File: src/rtl/read_dispatch_pkg.sv
// Shared definitions for read_dispatch_scheduler: the instruction layout,
// the slot record, the slot extraction helper and the FSM state encoding.
package read_dispatch_pkg;

    localparam int NUM_SLOTS = 20;
    localparam int SLOT_W    = 24;
    localparam int SLOT0_MSB = 509;
    localparam int READ_MSB  = 511;
    localparam int READ_LSB  = 200;
    localparam int TAG_W     = 13;
    localparam int LSB_W     = 11;
    localparam int IDX_W     = 5;

    // One minimizer slot: tag in the upper bits, minimizer LSB field below it.
    typedef struct packed {
        logic [TAG_W-1:0] tag;
        logic [LSB_W-1:0] lsb;
    } slot_t;

    typedef enum logic {
        IDLE  = 1'b0,
        ISSUE = 1'b1
    } state_t;

    // Slot k occupies inst[509-24k : 486-24k]; indices past the last slot read as empty.
    function automatic slot_t get_slot(input logic [READ_MSB:0] w, input logic [IDX_W-1:0] k);
        logic [8:0] base;
        base = 9'(SLOT0_MSB - SLOT_W + 1) - (9'(k) * 9'(SLOT_W));
        if (k >= IDX_W'(NUM_SLOTS)) begin
            return '0;
        end
        return slot_t'(w[base +: SLOT_W]);
    endfunction

endpackage

File: src/rtl/read_dispatch_scheduler_slot_priority_picker.sv
// slot_priority_picker: finds the lowest-index set bit of a slot mask.
// Shared by the capture path and the slot-advance path of the scheduler.
module slot_priority_picker
    import read_dispatch_pkg::*;
(
    input  logic [NUM_SLOTS-1:0] mask,
    output logic                 found,
    output logic [IDX_W-1:0]     idx
);

    // Scan from the top down so the last hit written is the lowest index.
    always_comb begin
        found = 1'b0;
        idx   = '0;
        for (int k = NUM_SLOTS - 1; k >= 0; k--) begin
            if (mask[k]) begin
                found = 1'b1;
                idx   = IDX_W'(k);
            end
        end
    end

endmodule

File: src/rtl/read_dispatch_scheduler.sv
// read_dispatch_scheduler: accepts one 512-bit instruction, decodes its 20
// minimizer slots and issues every valid slot, in ascending slot order, to
// the addressed bank. Keeps saturating dispatch and drop counters.
// Optional feature macro: DISPATCH_DEDUP_EN (keep only the first valid slot
// per bank at capture; later duplicates vanish without counting as drops).
module read_dispatch_scheduler
    import read_dispatch_pkg::*;
#(
    parameter int NUM_BANKS = 4,
    parameter int WIDTH_LSB = 10,
    parameter int WIDTH_MSB = 12,
    parameter int CNT_W     = 16
) (
    input  logic                         clk,
    input  logic                         rst,
    input  logic                         inst_valid,
    output logic                         inst_ready,
    input  logic [READ_MSB:0]            inst,
    output logic [NUM_BANKS-1:0]         disp_valid,
    input  logic [NUM_BANKS-1:0]         disp_ready,
    output logic [WIDTH_LSB:0]           disp_minimizer,
    output logic [READ_MSB-READ_LSB:0]   disp_read,
    output logic [IDX_W-1:0]             disp_slot,
    output logic                         busy,
    output logic                         inst_done,
    output logic [CNT_W-1:0]             disp_count,
    output logic [CNT_W-1:0]             drop_count
);

    localparam int BANK_W = $clog2(NUM_BANKS);

    // Handshakes: the upstream instruction transfers on inst_valid & inst_ready;
    // a dispatch transfers on disp_valid[b] & disp_ready[b] for the one-hot bank b.
    // Once disp_valid is up, it and its payload hold until that transfer.

    state_t                 state_q, state_d;
    logic [READ_MSB:0]      inst_q;
    logic [NUM_SLOTS-1:0]   pending_q;
    logic [NUM_SLOTS-1:0]   cap_mask;
    logic [NUM_SLOTS-1:0]   nxt_mask;
    logic [IDX_W-1:0]       drop_num;
    logic                   cap_found, nxt_found;
    logic [IDX_W-1:0]       cap_idx, nxt_idx;
    logic                   rdy_q;
    logic                   done_q;
    logic [NUM_BANKS-1:0]   valid_q;
    logic [WIDTH_LSB:0]     min_q;
    logic [IDX_W-1:0]       slot_q;
    logic [CNT_W-1:0]       disp_cnt_q, drop_cnt_q;
    logic [CNT_W:0]         drop_sum;
    logic                   accept, hs, load;
    logic [READ_MSB:0]      sel_word;
    logic [IDX_W-1:0]       sel_idx;
    slot_t                  sel_slot;
    logic [BANK_W-1:0]      sel_bank;

    assign accept   = (state_q == IDLE) && inst_valid && rdy_q;
    assign hs       = (state_q == ISSUE) && |(valid_q & disp_ready);
    assign nxt_mask = pending_q & ~(NUM_SLOTS'(1) << slot_q);
    assign load     = (accept && cap_found) || (hs && nxt_found);

    // Decode the incoming instruction into a pending mask and a drop tally.
    always_comb begin
        slot_t s;
`ifdef DISPATCH_DEDUP_EN
        logic [NUM_BANKS-1:0] seen;
        seen = '0;
`endif
        cap_mask = '0;
        drop_num = '0;
        for (int k = 0; k < NUM_SLOTS; k++) begin
            s = get_slot(inst, IDX_W'(k));
            if (s.tag[WIDTH_MSB]) begin
                if ((s.tag[WIDTH_MSB-1:0] >> BANK_W) == '0) begin
`ifdef DISPATCH_DEDUP_EN
                    if (!seen[s.tag[BANK_W-1:0]]) begin
                        cap_mask[k]              = 1'b1;
                        seen[s.tag[BANK_W-1:0]]  = 1'b1;
                    end
`else
                    cap_mask[k] = 1'b1;
`endif
                end else begin
                    drop_num = drop_num + IDX_W'(1);
                end
            end
        end
    end

    slot_priority_picker u_cap_pick (
        .mask  (cap_mask),
        .found (cap_found),
        .idx   (cap_idx)
    );

    slot_priority_picker u_nxt_pick (
        .mask  (nxt_mask),
        .found (nxt_found),
        .idx   (nxt_idx)
    );

    // Capture reads the live instruction; advancing reads the held copy.
    assign sel_word = (state_q == IDLE) ? inst : inst_q;
    assign sel_idx  = (state_q == IDLE) ? cap_idx : nxt_idx;
    assign sel_slot = get_slot(sel_word, sel_idx);
    assign sel_bank = sel_slot.tag[BANK_W-1:0];
    assign drop_sum = {1'b0, drop_cnt_q} + (CNT_W+1)'(drop_num);

    // Next-state logic: IDLE -> ISSUE on a capture with work, back on the last handshake.
    always_comb begin
        state_d = state_q;
        case (state_q)
            IDLE:    if (accept && cap_found) state_d = ISSUE;
            ISSUE:   if (hs && !nxt_found)    state_d = IDLE;
            default: state_d = IDLE;
        endcase
    end

    // State register.
    always_ff @(posedge clk or posedge rst) begin
        if (rst) state_q <= IDLE;
        else     state_q <= state_d;
    end

    // Instruction hold, pending mask and the dispatch payload registers.
    always_ff @(posedge clk or posedge rst) begin
        if (rst) begin
            inst_q    <= '0;
            pending_q <= '0;
            valid_q   <= '0;
            min_q     <= '0;
            slot_q    <= '0;
        end else begin
            if (accept) begin
                inst_q    <= inst;
                pending_q <= cap_mask;
            end else if (hs) begin
                pending_q <= nxt_mask;
            end
            if (load) begin
                valid_q <= NUM_BANKS'(1) << sel_bank;
                min_q   <= sel_slot.lsb[WIDTH_LSB:0];
                slot_q  <= sel_idx;
            end else if (hs) begin
                valid_q <= '0;
            end
        end
    end

    // Ready follows the state we land in; done pulses as an instruction retires.
    always_ff @(posedge clk or posedge rst) begin
        if (rst) begin
            rdy_q  <= 1'b0;
            done_q <= 1'b0;
        end else begin
            rdy_q  <= (state_d == IDLE);
            done_q <= (accept && !cap_found) || (hs && !nxt_found);
        end
    end

    // Saturating statistics counters.
    always_ff @(posedge clk or posedge rst) begin
        if (rst) begin
            disp_cnt_q <= '0;
            drop_cnt_q <= '0;
        end else begin
            if (hs && (disp_cnt_q != '1)) disp_cnt_q <= disp_cnt_q + CNT_W'(1);
            if (accept) drop_cnt_q <= drop_sum[CNT_W] ? '1 : drop_sum[CNT_W-1:0];
        end
    end

    assign inst_ready     = rdy_q;
    assign disp_valid     = valid_q;
    assign disp_minimizer = min_q;
    assign disp_read      = inst_q[READ_MSB:READ_LSB];
    assign disp_slot      = slot_q;
    assign busy           = (state_q == ISSUE);
    assign inst_done      = done_q;
    assign disp_count     = disp_cnt_q;
    assign drop_count     = drop_cnt_q;

endmodule

File: config.mk
export PLATFORM = sky130hd
export DESIGN_NAME = read_dispatch_scheduler
export DESIGN_NICKNAME = d
export VERILOG_FILES = /design/src/rtl/read_dispatch_pkg.sv /design/src/rtl/read_dispatch_scheduler_slot_priority_picker.sv /design/src/rtl/read_dispatch_scheduler.sv
export SDC_FILE = /design/constraint.sdc
export NUM_CORES = 2
export LEC_CHECK = 0
export CAP_MARGIN = 40
export CORE_MARGIN = 10
export CORE_UTILIZATION = 33
export DETAILED_ROUTE_END_ITERATION = 16
export MAX_ROUTING_LAYER = met4
export PLACE_DENSITY = 0.52
export SYNTH_ARGS = -nofsm -noshare
export SYNTH_HDL_FRONTEND = slang
export SYNTH_SLANG_ARGS = --single-unit
File: constraint.sdc
create_clock -name clk -period 25.9 [get_ports clk]
set_input_delay 5.18 -clock clk [delete_from_list [all_inputs] [get_ports clk]]
set_output_delay 5.18 -clock clk [all_outputs]
set_load 0.01 [all_outputs]
# Word level (Yosys, flattened, before mapping)
# Index checks and enable logic that the tools add are counted.
[word_totals]
ff_bits = 587
input_bits = 519
out_inout_bits = 367
[op_classes]
n_addsub = 22
multipliers = 1
n_lt_le_gt_ge = 1
eq_ne = 1
shifts = 3
mux = 173
bitwise = 5
reduce_logical = 35
[op_table]
columns = ["operator", "count"]
rows = [
  ["$mux W512", 1],
  ["$shiftx A512 B10 Y13", 1],
  ["$mux W5", 80],
  ["$logic_not A12 Y1", 20],
  ["$add A5 B1 Y5 const B", 19],
  ["$mux W1", 84],
  ["$mux W20", 2],
  ["$mux W13", 2],
  ["$and A20 B20 Y20", 1],
  ["$not A20 Y20", 1],
  ["$shl A1 B5 Y20 const A", 1],
  ["$add A16 B5 Y17", 1],
  ["$add A16 B1 Y16 const B", 1],
  ["$mux W16", 1],
  ["$ne A16 B16 Y1 const B", 1],
  ["$sub A9 B9 Y9 const A", 1],
  ["$logic_and A1 B1 Y1", 8],
  ["$mux W4", 2],
  ["$mul A5 B2 Y6 const B", 1],
  ["$ge A5 B5 Y1 const B", 1],
  ["$and A4 B4 Y4", 1],
  ["$reduce_bool A2 Y1", 2],
  ["$reduce_or A4 Y1", 1],
  ["$shl A1 B2 Y4 const A", 1],
  ["4 further kinds", 7],
]

# Logic depth before layout (Yosys ltp)
[logic_depth]
word_depth = 62
ltp_mapped = 63
depth_no_buf = 62

# Cells and area by module
# From an unflattened synthesis, not the netlist that was laid out.
[unflattened]
cells_unflattened = 4998
area_unflattened_um2 = 42674.7
[modules_own_cells]
columns = ["module", "instances", "cells_each", "area_per_inst_um2", "seq_area_each_um2"]
rows = [
  ["read_dispatch_scheduler", 1, 4920, 42211.7, 14538.9],
  ["slot_priority_picker", 2, 39, 231.5, 0.0],
]

# Worst setup path after synthesis
# OpenSTA, ideal clock, no wires.
[synth_timing]
path_kind = "input to register"
start = "input inst[505]"
end = "register drop_cnt_q[2] (netlist: drop_count[2])"
setup_ns = 0.146
arrival_ns = 16.700
required_ns = 25.754
slack_ns = 9.054
cell_stages = 60
n_path_buf = 1
cell_sequence = "nor4_1 -> a31oi_1 -> ha_1 -> mux2i_4 -> inv_1 -> ha_1 -> o311a_1 -> a21oi_1 -> inv_1 -> ha_1 -> inv_1 -> a21oi_1 -> xnor2_1 -> o21ai_0 -> ha_1 -> mux2i_1 -> o21ai_1 -> xnor2_1 -> (+24 left out) -> xnor2_1 -> mux2_2 -> ha_1 -> mux2_2 -> ha_1 -> mux2_2 -> ha_1 -> mux2_2 -> fa_1 -> a21o_1 -> a21oi_1 -> nor2b_1 -> o21ai_0 -> nor2_1 -> and3_1 -> nand3_1 -> clkbuf_1 -> o211ai_1"
[synth_between]
elab_chain_cells = 62
[synth_lines]
columns = ["element", "line_no", "rtl"]
rows = [
  ["start: declaration", "read_dispatch_scheduler.sv:18", "input logic [READ_MSB:0] inst,"],
  ["$logic_not A12 Y1 (*)", "read_dispatch_scheduler.sv:74", "if ((s.tag[WIDTH_MSB-1:0] >> BANK_W) == '0) begin"],
  ["$mux W1 (*)", "read_dispatch_scheduler.sv:74", ""],
  ["$mux W5 (*)", "read_dispatch_scheduler.sv:73", "if (s.tag[WIDTH_MSB]) begin"],
  ["$add A5 B1 Y5", "read_dispatch_scheduler.sv:84", "drop_num = drop_num + IDX_W'(1);"],
  ["$mux W5", "read_dispatch_scheduler.sv:74", ""],
  ["$mux W5 (*)", "read_dispatch_scheduler.sv:73", ""],
  ["$add A5 B1 Y5", "read_dispatch_scheduler.sv:84", ""],
  ["$mux W5", "read_dispatch_scheduler.sv:74", ""],
  ["(+46 left out)", "-", ""],
  ["$add A5 B1 Y5", "read_dispatch_scheduler.sv:84", ""],
  ["$mux W5", "read_dispatch_scheduler.sv:74", ""],
  ["$mux W5 (*)", "read_dispatch_scheduler.sv:73", ""],
  ["$add A5 B1 Y5", "read_dispatch_scheduler.sv:84", ""],
  ["$mux W5", "read_dispatch_scheduler.sv:74", ""],
  ["$mux W5 (*)", "read_dispatch_scheduler.sv:73", ""],
  ["$add A16 B5 Y17 (*)", "read_dispatch_scheduler.sv:107", "assign drop_sum = {1'b0, drop_cnt_q} + (CNT_W+1)'(drop_num);"],
  ["$mux W16 (*)", "read_dispatch_scheduler.sv:168", "if (accept) drop_cnt_q <= drop_sum[CNT_W] ? '1 : drop_sum[CNT_W-1:0];"],
  ["end signal: assignment", "read_dispatch_scheduler.sv:168", ""],
  ["end: declaration", "read_dispatch_scheduler.sv:49", "logic [CNT_W-1:0] disp_cnt_q, drop_cnt_q;"],
]
# Every way passes the cells marked *; elsewhere a longest branch is shown, timed or not.
# A chain may end at the register's enable or synchronous reset.

# Final worst setup path
[layout_timing]
start = "input inst[506]"
end = "register drop_cnt_q[4] (netlist: drop_count[4])"
# Same word-level chain as after synthesis.

==> metrics <==
status=complete, no violations; Seq. cell area=roughly 15,000 sq um; DRC=0; CP Max Fanout=13; Final Total Pwr=5.765 mW; GR Overflow Total=0; fmax=around 0.053 GHz; TritonRoute pass-1 iters=5; CTS tree=built; HPWL Detailed=about 170 mm; Total Routing Usage GR=around 31%; Setup crit start kind=primary input; worst min-delay path class=reg -> reg; most used cell, CP=ha_1; Ys Warns=0; EDFF count, synth=0; Async SR Flop Fraction=100.0%; PwrDens=106.6 nW/um^2; cts repair resizes=0; Req. time, crit path=26.40 ns; Arr. time, crit path=19.49 ns; antenna violations before repair=slightly above 60; Bufs on Longest Clock Path=3; TritonCTS Sinks=just under 600; Tcrit/Tclk final=around three quarters; Die H=between 300 and 400 um; multi-input combinational cell area=between 20,000 and 25,000 sq um; Tmin final=about 19 ns; Avg Inst Size Synth=about 9.0 sq um; placed cell areas=slightly above 50,000 sq um; vias in the first global route=about 39,000; relative slew slack=between 20% and 30%; Layout Skew=approximately 0.039 ns; Clock Latency Late Sink=around 0.7 ns; slowest cell delay on critical path=~0.50 ns; first-pass GRT wire length=~310 mm; Clock transition at path regs=approximately 0.05 ns; max-cap viol count=0; Yosys reg bits=581; RSZ-0062 raised after global routing=false; Syn Inst Count=between 4,000 and 5,000; P&R area growth vs syn=27.22%; First DRT Iteration DRCs=4,294; final hold violations=0; actual slew at the worst max-slew pin=1.189 ns; Yosys cell types=93; # setup viols final=0; core footprint=127,700 sq um; Hold Buf Count CTS=0; worst setup path category=in -> reg; Leak=23.26 nW; Initial Util=about a third; Final Cell Area=54,060 sq um; placed cells=6,776; Num CTS Buffers=80; Routed Antenna Nets=0; Die ar.=about 140,000 sq um; commonest register cell after synthesis=dfrtp_1; routed wire length per instance=about 33 um; DIE WIDTH=378.8 um; CP top delay family=adder cells; net count after synthesis=about 5,300; final wirelength=226.6 mm; final net count=~5,800; Setup TNS Final=0 ns; num ports=886; H-tree levels=3; Max IR drop VDD=a little over 0.09 mV; vias=roughly 40,000; final cell count without fillers=roughly 7,000; FILL cells=around 13,000; CTS Root Cell=clkbuf_16; pin count of the biggest net entering global routing=190; Slowest cell on crit path=clkdlybuf4s50_1; crit end category=flip-flop; Buf+Inv Stages, Crit Path=6; Netlist Area Pre-Place=between 40,000 and 50,000 sq um; GPL Wtd Cong=0.9365; Rows=roughly 130; fraction of layout cells with a size suffix above 1=between 10% and 20%; sequential fraction of the synthesis area=between 30% and 40%; Vias/cell=5.759; fin. max-slew vios=0; Post-CTS Setup Bufs=0; Port Buffers=879
[path summary, 6_finish.rpt]
check | to | cells after the start | slack, ns | start
max | drop_count[4]$_DFFE_PP0P_ | 62 | 6.91 | inst[506]
min | inst_q[123]$_DFFE_PP0P_ | 2 | 0.47 | inst_q[123]$_DFFE_PP0P_
max reg2reg | disp_valid[1]$_DFFE_PP0P_ | 23 | 16.94 | disp_slot[1]$_DFFE_PP0P_
min reg2reg | inst_q[123]$_DFFE_PP0P_ | 2 | 0.47 | inst_q[123]$_DFFE_PP0P_
max in group asynchronous | inst_q[427]$_DFFE_PP0P_ | 5 | 18.95 | rst
min in group asynchronous | inst_q[215]$_DFFE_PP0P_ | 2 | 4.92 | rst
[layout make-up]
class / count / area share (%)
Clock inverter: 28 / 0.7152
Clock buffer: 110 / 4.229
Tap cell: 1662 / 3.847
Inverter: 57 / 0.4537
Antenna cell: 57 / 0.2639
Sequential cell: 581 / 26.90
Multi-Input combinational cell: 3480 / 45.04
Timing Repair Buffer: 996 / 18.55
[cell families after synthesis]
group                    synth area share, %
adder cells (fa/ha/maj)                1.066
AND/OR/NAND/NOR                        21.72
flip-flops                             34.22
buffers and inverters                  8.766
XOR/XNOR                               2.665
AO/OA/AOI/OAI                          9.105
multiplexers                           22.46
[registers in the layout, summed over array words and instances (netlist names)]
register	flops
inst_done	1
drop_count	16
pending_q	20
disp_minimizer	11
disp_count	16
inst_ready	1
disp_slot	5
disp_valid	4
inst_q	506
busy	1
[synth_stat cells (21+ instances only)]
master       n  share of area [%]
o31ai_1     21               0.37
nor2_1     131                1.2
dfrtp_1    581                 34
clkbuf_1   236                2.1
xnor2_1     63                1.3
and3_1      23               0.34
mux4_2     338                 18
o22ai_1     31               0.46
o221ai_1    22               0.45
xor2_1      23               0.47
o21ai_0    122                1.4
ha_1        33               0.97
a21oi_1     84               0.99
inv_1       55               0.49
mux2i_1    137                3.2
nand2_1   1801                 16
nor3_1      40               0.47
a211oi_1    40               0.71
a22oi_1     21               0.37
buf_4      312                5.5
buf_1       48               0.42
nand4_1     34               0.50
nor4_1      46               0.68
nand3_1    103                1.2
mux2_2      43                1.1
a31oi_1     44               0.65
[per-stage QoR]
step	hold WS [ns]	util, %	worst slack [ns]
2_1_floorplan	0.4403	-	4.464
3_3_place_gp	0.4509	39.77	6.515
3_5_place_dp	0.4566	40.13	6.407
4_1_cts	0.4699	42.22	7.066
5_1_grt	0.4891	42.33	5.866
6_report	0.4670	42.34	6.914
[cells in the final DEF, fill, tap and decap left out, drive strengths merged, types with 12 or more instances in the layout]
cell,count
mux2i,138
dfrtp,581
xor2,25
and2,12
and3,23
o221ai,22
nand4,34
a31oi,50
o21ai,127
clkdlybuf4s50,879
clkinv,21
ha,33
o211ai,19
nor3,40
o22ai,31
nand2,1801
nor2,131
a311oi,14
clkbuf,110
a211oi,41
mux4,340
xnor2,73
buf,115
nor2b,15
a21oi,84
o31ai,21
nand3,104
diode,57
nor4,52
a22oi,21
mux2,43
inv,57
[report_power, final]
part           internal, mW  switching, mW  total, mW  leakage, nW
clock network         0.671          0.483       1.15         1.31
registers              1.29          0.386       1.68         7.23
logic                  1.37           1.56       2.93         14.7
[metal layers]
layer	GRT usage (%)	part of all wire, %	up-vias
met5	-	0	-
met4	12.46	4.4	0
met3	7.811	8.6	338
met2	49.30	47	1836
met1	38.50	40	20582
li1	-	-	17391
[worst min-delay path: cells and delay by family, from the launching register on]
family	cells	cell delay (ns)
DFF	1	0.33
and+or+nand+nor	2	0.10
Power figures use the tool's default switching activity.
